File: src/rtl/instr_issuer_if.sv
// Host-side push handshake of the instruction issuer: the host offers a word,
// the issuer reports whether it can take one this cycle.
interface instr_issuer_if;
    logic        in_valid;
    logic [15:0] in_data;
    logic        in_ready;

    modport master (output in_valid, output in_data, input  in_ready);
    modport slave  (input  in_valid, input  in_data, output in_ready);
endinterface

File: src/rtl/instr_issuer.sv
// Instruction issue unit: buffers host words in a circular FIFO and feeds the
// ALU core one word (or NOP) per cycle. Optional macro: ISSUER_DROP_ILLEGAL_EN.
module instr_issuer #(
    parameter int          DEPTH    = 8,
    parameter logic [15:0] NOP_WORD = 16'h5000
) (
    input  logic                       clk,
    input  logic                       rst_n,
    instr_issuer_if.slave              host,
    input  logic                       pause,
    input  logic                       flush,
    output logic [15:0]                instruction,
    output logic                       issue_valid,
    output logic [$clog2(DEPTH):0]     fifo_count,
    output logic [15:0]                issued_cnt,
    output logic [7:0]                 drop_cnt
);
    localparam int AW = $clog2(DEPTH);
    localparam int CW = AW + 1;
    localparam logic [CW-1:0] FULL = CW'(DEPTH);

    typedef enum logic [1:0] {EMPTY, RUN, PAUSED} state_t;

    logic [15:0]   mem_q [DEPTH];
    logic [AW-1:0] wptr_q, rptr_q;
    logic [CW-1:0] count_q;
    state_t        state_q;
    logic [15:0]   instruction_q;
    logic          issue_valid_q;
    logic [15:0]   issued_q;

    logic accept, push, pop;

    // Ready ignores a same-cycle pop, so a full FIFO refuses even while draining.
    assign host.in_ready = (count_q != FULL) && !flush;
    assign accept        = host.in_valid && host.in_ready;
    assign pop           = !pause && !flush && (count_q != '0);

`ifdef ISSUER_DROP_ILLEGAL_EN
    logic       illegal;
    logic [7:0] drop_q;

    assign illegal  = host.in_data[15:12] inside {4'h5, 4'h6, 4'h7};
    assign push     = accept && !illegal;
    assign drop_cnt = drop_q;

    always_ff @(posedge clk) begin
        if (!rst_n)
            drop_q <= '0;
        else if (accept && illegal && drop_q != 8'hFF)
            drop_q <= drop_q + 8'd1;
    end
`else
    assign push     = accept;
    assign drop_cnt = '0;
`endif

    always_ff @(posedge clk) begin
        if (push)
            mem_q[wptr_q] <= host.in_data;
    end

    always_ff @(posedge clk) begin
        if (!rst_n || flush) begin
            wptr_q  <= '0;
            rptr_q  <= '0;
            count_q <= '0;
        end else begin
            if (push) wptr_q <= wptr_q + AW'(1);
            if (pop)  rptr_q <= rptr_q + AW'(1);
            count_q <= count_q + CW'(push) - CW'(pop);
        end
    end

    // Issue FSM with registered outputs; the head word is read before any pointer moves.
    always_ff @(posedge clk) begin
        if (!rst_n) begin
            state_q       <= EMPTY;
            instruction_q <= NOP_WORD;
            issue_valid_q <= 1'b0;
            issued_q      <= '0;
        end else begin
            if (pop) begin
                instruction_q <= mem_q[rptr_q];
                issue_valid_q <= 1'b1;
                issued_q      <= issued_q + 16'd1;
            end else begin
                instruction_q <= NOP_WORD;
                issue_valid_q <= 1'b0;
            end
            case (state_q)
                PAUSED: begin
                    if (flush)                state_q <= EMPTY;
                    else if (pause)           state_q <= PAUSED;
                    else if (count_q == '0)   state_q <= EMPTY;
                    else                      state_q <= RUN;
                end
                EMPTY, RUN: begin
                    if (flush)                state_q <= EMPTY;
                    else if (pause)           state_q <= PAUSED;
                    else if (count_q == '0)   state_q <= EMPTY;
                    else                      state_q <= RUN;
                end
                default:                      state_q <= EMPTY;
            endcase
        end
    end

    assign instruction = instruction_q;
    assign issue_valid = issue_valid_q;
    assign fifo_count  = count_q;
    assign issued_cnt  = issued_q;
endmodule

File: src/flat_wrapper.sv
// flat-port wrapper written by rule: the top's interface ports become plain ports
module instr_issuer_flat 
#(
    parameter int          DEPTH    = 8,
    parameter logic [15:0] NOP_WORD = 16'h5000
)
  (clk, rst_n, pause, flush, instruction, issue_valid, fifo_count, issued_cnt, drop_cnt, host_in_valid, host_in_data, host_in_ready);
  instr_issuer_if host_i ();
  input  logic clk;
  input  logic rst_n;
  input  logic pause;
  input  logic flush;
  output logic [15:0] instruction;
  output logic issue_valid;
  output logic [$clog2(DEPTH):0] fifo_count;
  output logic [15:0] issued_cnt;
  output logic [7:0] drop_cnt;
  input wire logic [$bits(host_i.in_valid)-1:0] host_in_valid;
  input wire logic [$bits(host_i.in_data)-1:0] host_in_data;
  output wire logic [$bits(host_i.in_ready)-1:0] host_in_ready;
  assign host_i.in_valid = host_in_valid;
  assign host_i.in_data = host_in_data;
  assign host_in_ready = host_i.in_ready;
  instr_issuer #(.DEPTH(DEPTH), .NOP_WORD(NOP_WORD)) u_core (.clk(clk), .rst_n(rst_n), .host(host_i), .pause(pause), .flush(flush), .instruction(instruction), .issue_valid(issue_valid), .fifo_count(fifo_count), .issued_cnt(issued_cnt), .drop_cnt(drop_cnt));
endmodule
File: config.mk
export PLATFORM = sky130hd
export DESIGN_NAME = instr_issuer_flat
export DESIGN_NICKNAME = d
export VERILOG_FILES = /design/src/rtl/instr_issuer_if.sv /design/src/rtl/instr_issuer.sv /design/src/flat_wrapper.sv
export SDC_FILE = /design/constraint.sdc
export NUM_CORES = 1
export LEC_CHECK = 0
export ABC_AREA = 1
export CORE_ASPECT_RATIO = 0.9
export CORE_MARGIN = 2
export CORE_UTILIZATION = 60
export CTS_BUF_LIST = sky130_fd_sc_hd__clkbuf_4
export DETAILED_ROUTE_END_ITERATION = 8
export DONT_BUFFER_PORTS = 1
export HOLD_SLACK_MARGIN = 0.08
export PLACE_DENSITY = 0.75
export SLEW_MARGIN = 5
export SYNTH_ARGS = -nofsm -noshare
export SYNTH_HDL_FRONTEND = slang
export SYNTH_SLANG_ARGS = --single-unit
File: constraint.sdc
create_clock -name clk -period 3.8 [get_ports clk]
set_clock_uncertainty 0.05 [all_clocks]
set_input_delay 1.14 -clock clk [delete_from_list [all_inputs] [get_ports clk]]
set_output_delay 1.14 -clock clk [all_outputs]
set_load 0.02 [all_outputs]
==> results.md <==
- Status: completed
- Multiplexer share of the synthesized area: 0
- Nets: 684
- Final RePlAce weighted congestion: 0.8239
- Design area: 7341 sq um
- Slowest CP cell: dfxtp_1
- Placed insts: 790
- DP HPWL: 7892 um
- Clock Tree Buf Depth: 2
- First-pass GRT wire length: 21140 um
- Global-route track usage on met2: 0.3680
- IO Port Bufs: 0
- Critical Path RT: 2610 ps
- WL/cell: 16.32 um
- Grt total ovfl: 0
- Leak: 2.587 nW
- Vias per cell: 5.534
- Max stage delay on crit path: 470 ps
- Sw Pwr: 0.7189 mW
- Slew Viols, Final: 0
- Area grow syn2layout: 5.617%
- Main combinational cell family by area after synthesis: simple AND/OR/NAND/NOR gates
- Setup_tns: 0 ps
- H-tree levels: 4
- Initial core utilization: 0.6128
- Adder-cell share of the synthesized area: 0.01908
- Power Density: 415.8 nW/um^2
- Crit path kind: reg2out
- DR vias: 4549
- Final hold vios: 0
- Global Route Usage Sum: 0.2247
- Commonest non-fill, non-tap cells in the layout: edfxtp_1 (128), nor2_1 (120), nand2_1 (118)
- Pint: 2.333 mW
- Post-synthesis xor/xnor area fraction: 0.002520
- Max-cap violation count: 0
- Sw frac: 0.2355
- Die area: 12460 sq um
- GR peak layer: met2
- First drt pass iteration count: 5
- Max Fclk: 335.1 MHz
- Fin util: 0.6472
- Crit. End Element: primary output
- CP delay by family, top: flip-flops
- Worst-path cell chain: inv_1 > ha_1 > a21oi_1
- Hold/Removal Path Class: reg2reg
- Worst Setup SP: u_core.fifo_count[2]$_SDFF_PP0_
- CTS root buffer: clkbuf_4
- Vias in the first global route: 4257
- Antenna cells: 0
- Seq/Total Area, Yosys: 0.6769
- WP buf/inv: 1
- Combinational share of power: 0.037
- Post-Synth Simple-Gate Area: 0.1845
- Final routed DRC violation total: 0
- CP arrival: 1790 ps
- Synth Area per Inst: 10.73 sq um
- Layout cell share with drive strength beyond 1: 0.1051
- Post-Syn Area: 6950 sq um
- Most common cell after layout, fill and taps aside: edfxtp_1
- Period utilisation layout: 0.7852
- Hold_buf cts: 0
- CP Max Fanout: 3
- Clock power frac: 0.293
- Sequential share of power: 0.669
- Crit start category: flip-flop
- Num rows: 37
- Core area: 11340 sq um
- HP Start: u_core.wptr_q[2]$_SDFFE_PP0P_
- Worst slew pin tran: 688.8 ps
- Clock latency at the later pin of the worst-skew pair: 570 ps
- Setup Fix Bufs, Post-CTS: 0
- Final wirelength: 13410 um
- Chip Width: 117.5 um
- Reg clk slew, reported paths: 140 ps
- Yosys reg bits: 171
- Largest net degree at the start of global routing: 67
- Initial antenna violation count: 0
- Finished Layout Cells: 822
- Fin crit period: 2984 ps
- Clock sink count: 171
- Ys Warns: 0
- VDD IR-drop max: 301.3 uV
- Final setup violating endpoints: 0
- Distinct cells, synth: 32
- Rel. slew slack: 0.5408
- CTS buffer count: 17
- Num ports: 67
- Initial DRC count: 439
- CTS tree: done
- Reg-to-reg startpoint: u_core.fifo_count[2]$_SDFF_PP0_
- DP Area: 7103 sq um
- Routed Antenna Nets: 0
- Post-Syn Instances: 648
- Gates resized, CTS repair: 0
- Met3 usage: 0.06652
- RSZ-0062 raised after global routing: no
- Post-synthesis compound-gate area fraction: 0.06931
- Power Total: 3.052 mW
- Die H: 106.1 um
- Met1 Usage GRT: 0.2780
-- sequential cells by signal, summed over array words and instances, names as in the netlist --
register            count
u_core.instruction     16
u_core.fifo_count       4
u_core.issued_cnt      16
u_core.issue_valid      1
u_core.wptr_q           3
u_core.rptr_q           3
u_core.mem_q          128
-- final cells by class --
class	instances	area, sq um
clock inverters	13	95.09
multi-input cells	419	1984
inverters	30	112.6
repair buffers	14	105.1
well taps	156	195.2
flip-flops and latches	171	4706
clock buffers	19	142.6
fillers	868	4001
-- synthesized netlist by cell type --
| library cell | n | share of area |
|---|---|---|
| a21boi_0 | 1 | 0.0011 |
| nor3_1 | 8 | 0.0058 |
| and3_1 | 2 | 0.0018 |
| xor2_1 | 2 | 0.0025 |
| and2_1 | 2 | 0.0018 |
| nor2_4 | 2 | 0.0032 |
| dfxtp_1 | 43 | 0.12 |
| o21ai_1 | 5 | 0.0036 |
| fa_1 | 1 | 0.0029 |
| a21oi_1 | 28 | 0.020 |
| o21ai_0 | 57 | 0.041 |
| conb_1 | 1 | 0.00054 |
| nor2_1 | 120 | 0.065 |
| nand2_1 | 118 | 0.064 |
| nor2_8 | 1 | 0.0029 |
| clkbuf_1 | 4 | 0.0022 |
| buf_2 | 13 | 0.0094 |
| nand2_2 | 2 | 0.0018 |
| buf_4 | 16 | 0.017 |
| nand4_1 | 2 | 0.0018 |
| o21bai_1 | 2 | 0.0022 |
| nand2_4 | 1 | 0.0016 |
| nand3_1 | 42 | 0.030 |
| edfxtp_1 | 128 | 0.55 |
| buf_1 | 1 | 0.00054 |
| buf_6 | 1 | 0.0016 |
| nor2_2 | 4 | 0.0036 |
| inv_1 | 26 | 0.014 |
| ha_1 | 9 | 0.016 |
| a21oi_2 | 1 | 0.0013 |
| inv_2 | 4 | 0.0022 |
| nand3_2 | 1 | 0.0014 |
-- layer usage --
metal,part of all wire,vias up,wire (um)
met1,0.41,2159,5543
met3,0.074,22,999
li1,-,2188,-
met2,0.49,180,6615
met4,0.019,0,254
met5,0,-,0
-- through the flow --
step                setup WS (ps)  hold WS (ps)
floorplan                   732.1         434.8
global placement            949.7         462.3
detailed placement          866.4         472.8
CTS                         756.7         496.2
global route                703.2         531.0
finish                      816.2         504.1
-- power by group through the flow --
stage               sequential (mW)  clock [mW]  combinational, mW
floorplan                      2.08           0              0.101
global placement               2.08           0              0.107
detailed placement             2.09           0              0.113
CTS                            2.04       0.914              0.114
global route                   2.05       0.982              0.128
finish                         2.04       0.896              0.114
-- cell families (layout without fill, tap and decap cells) --
kind of cell / after synthesis / after routing
and+or+nand+nor: 305 / 305
adders and majority gates: 10 / 10
other: 1 / 8
DFF: 171 / 171
AOI/OAI and AO/OA: 94 / 94
buffers and inverters: 65 / 76
xor gates and xnor gates: 2 / 2
-- worst register-to-register path, stage by stage (launching register included) --
cell and delay (ps):
dfxtp_1 470, inv_1 130, ha_1 220, nand2_1 60
nand3_1 410, inv_1 280, ha_1 200, inv_1 60
fa_1 370, xor2_1 190, nor2_1 50
-- path summary, 6_finish.rpt --
kind | end | slack (ps) | cells after the start
setup / recovery | host_in_ready | 820 | 3
hold / removal | u_core.wptr_q[2]$_SDFFE_PP0P_ | 500 | 2
setup reg to reg | u_core.fifo_count[2]$_SDFF_PP0_ | 1220 | 10
hold reg to reg | u_core.wptr_q[2]$_SDFFE_PP0P_ | 500 | 2
Power figures use the tool's default switching activity.
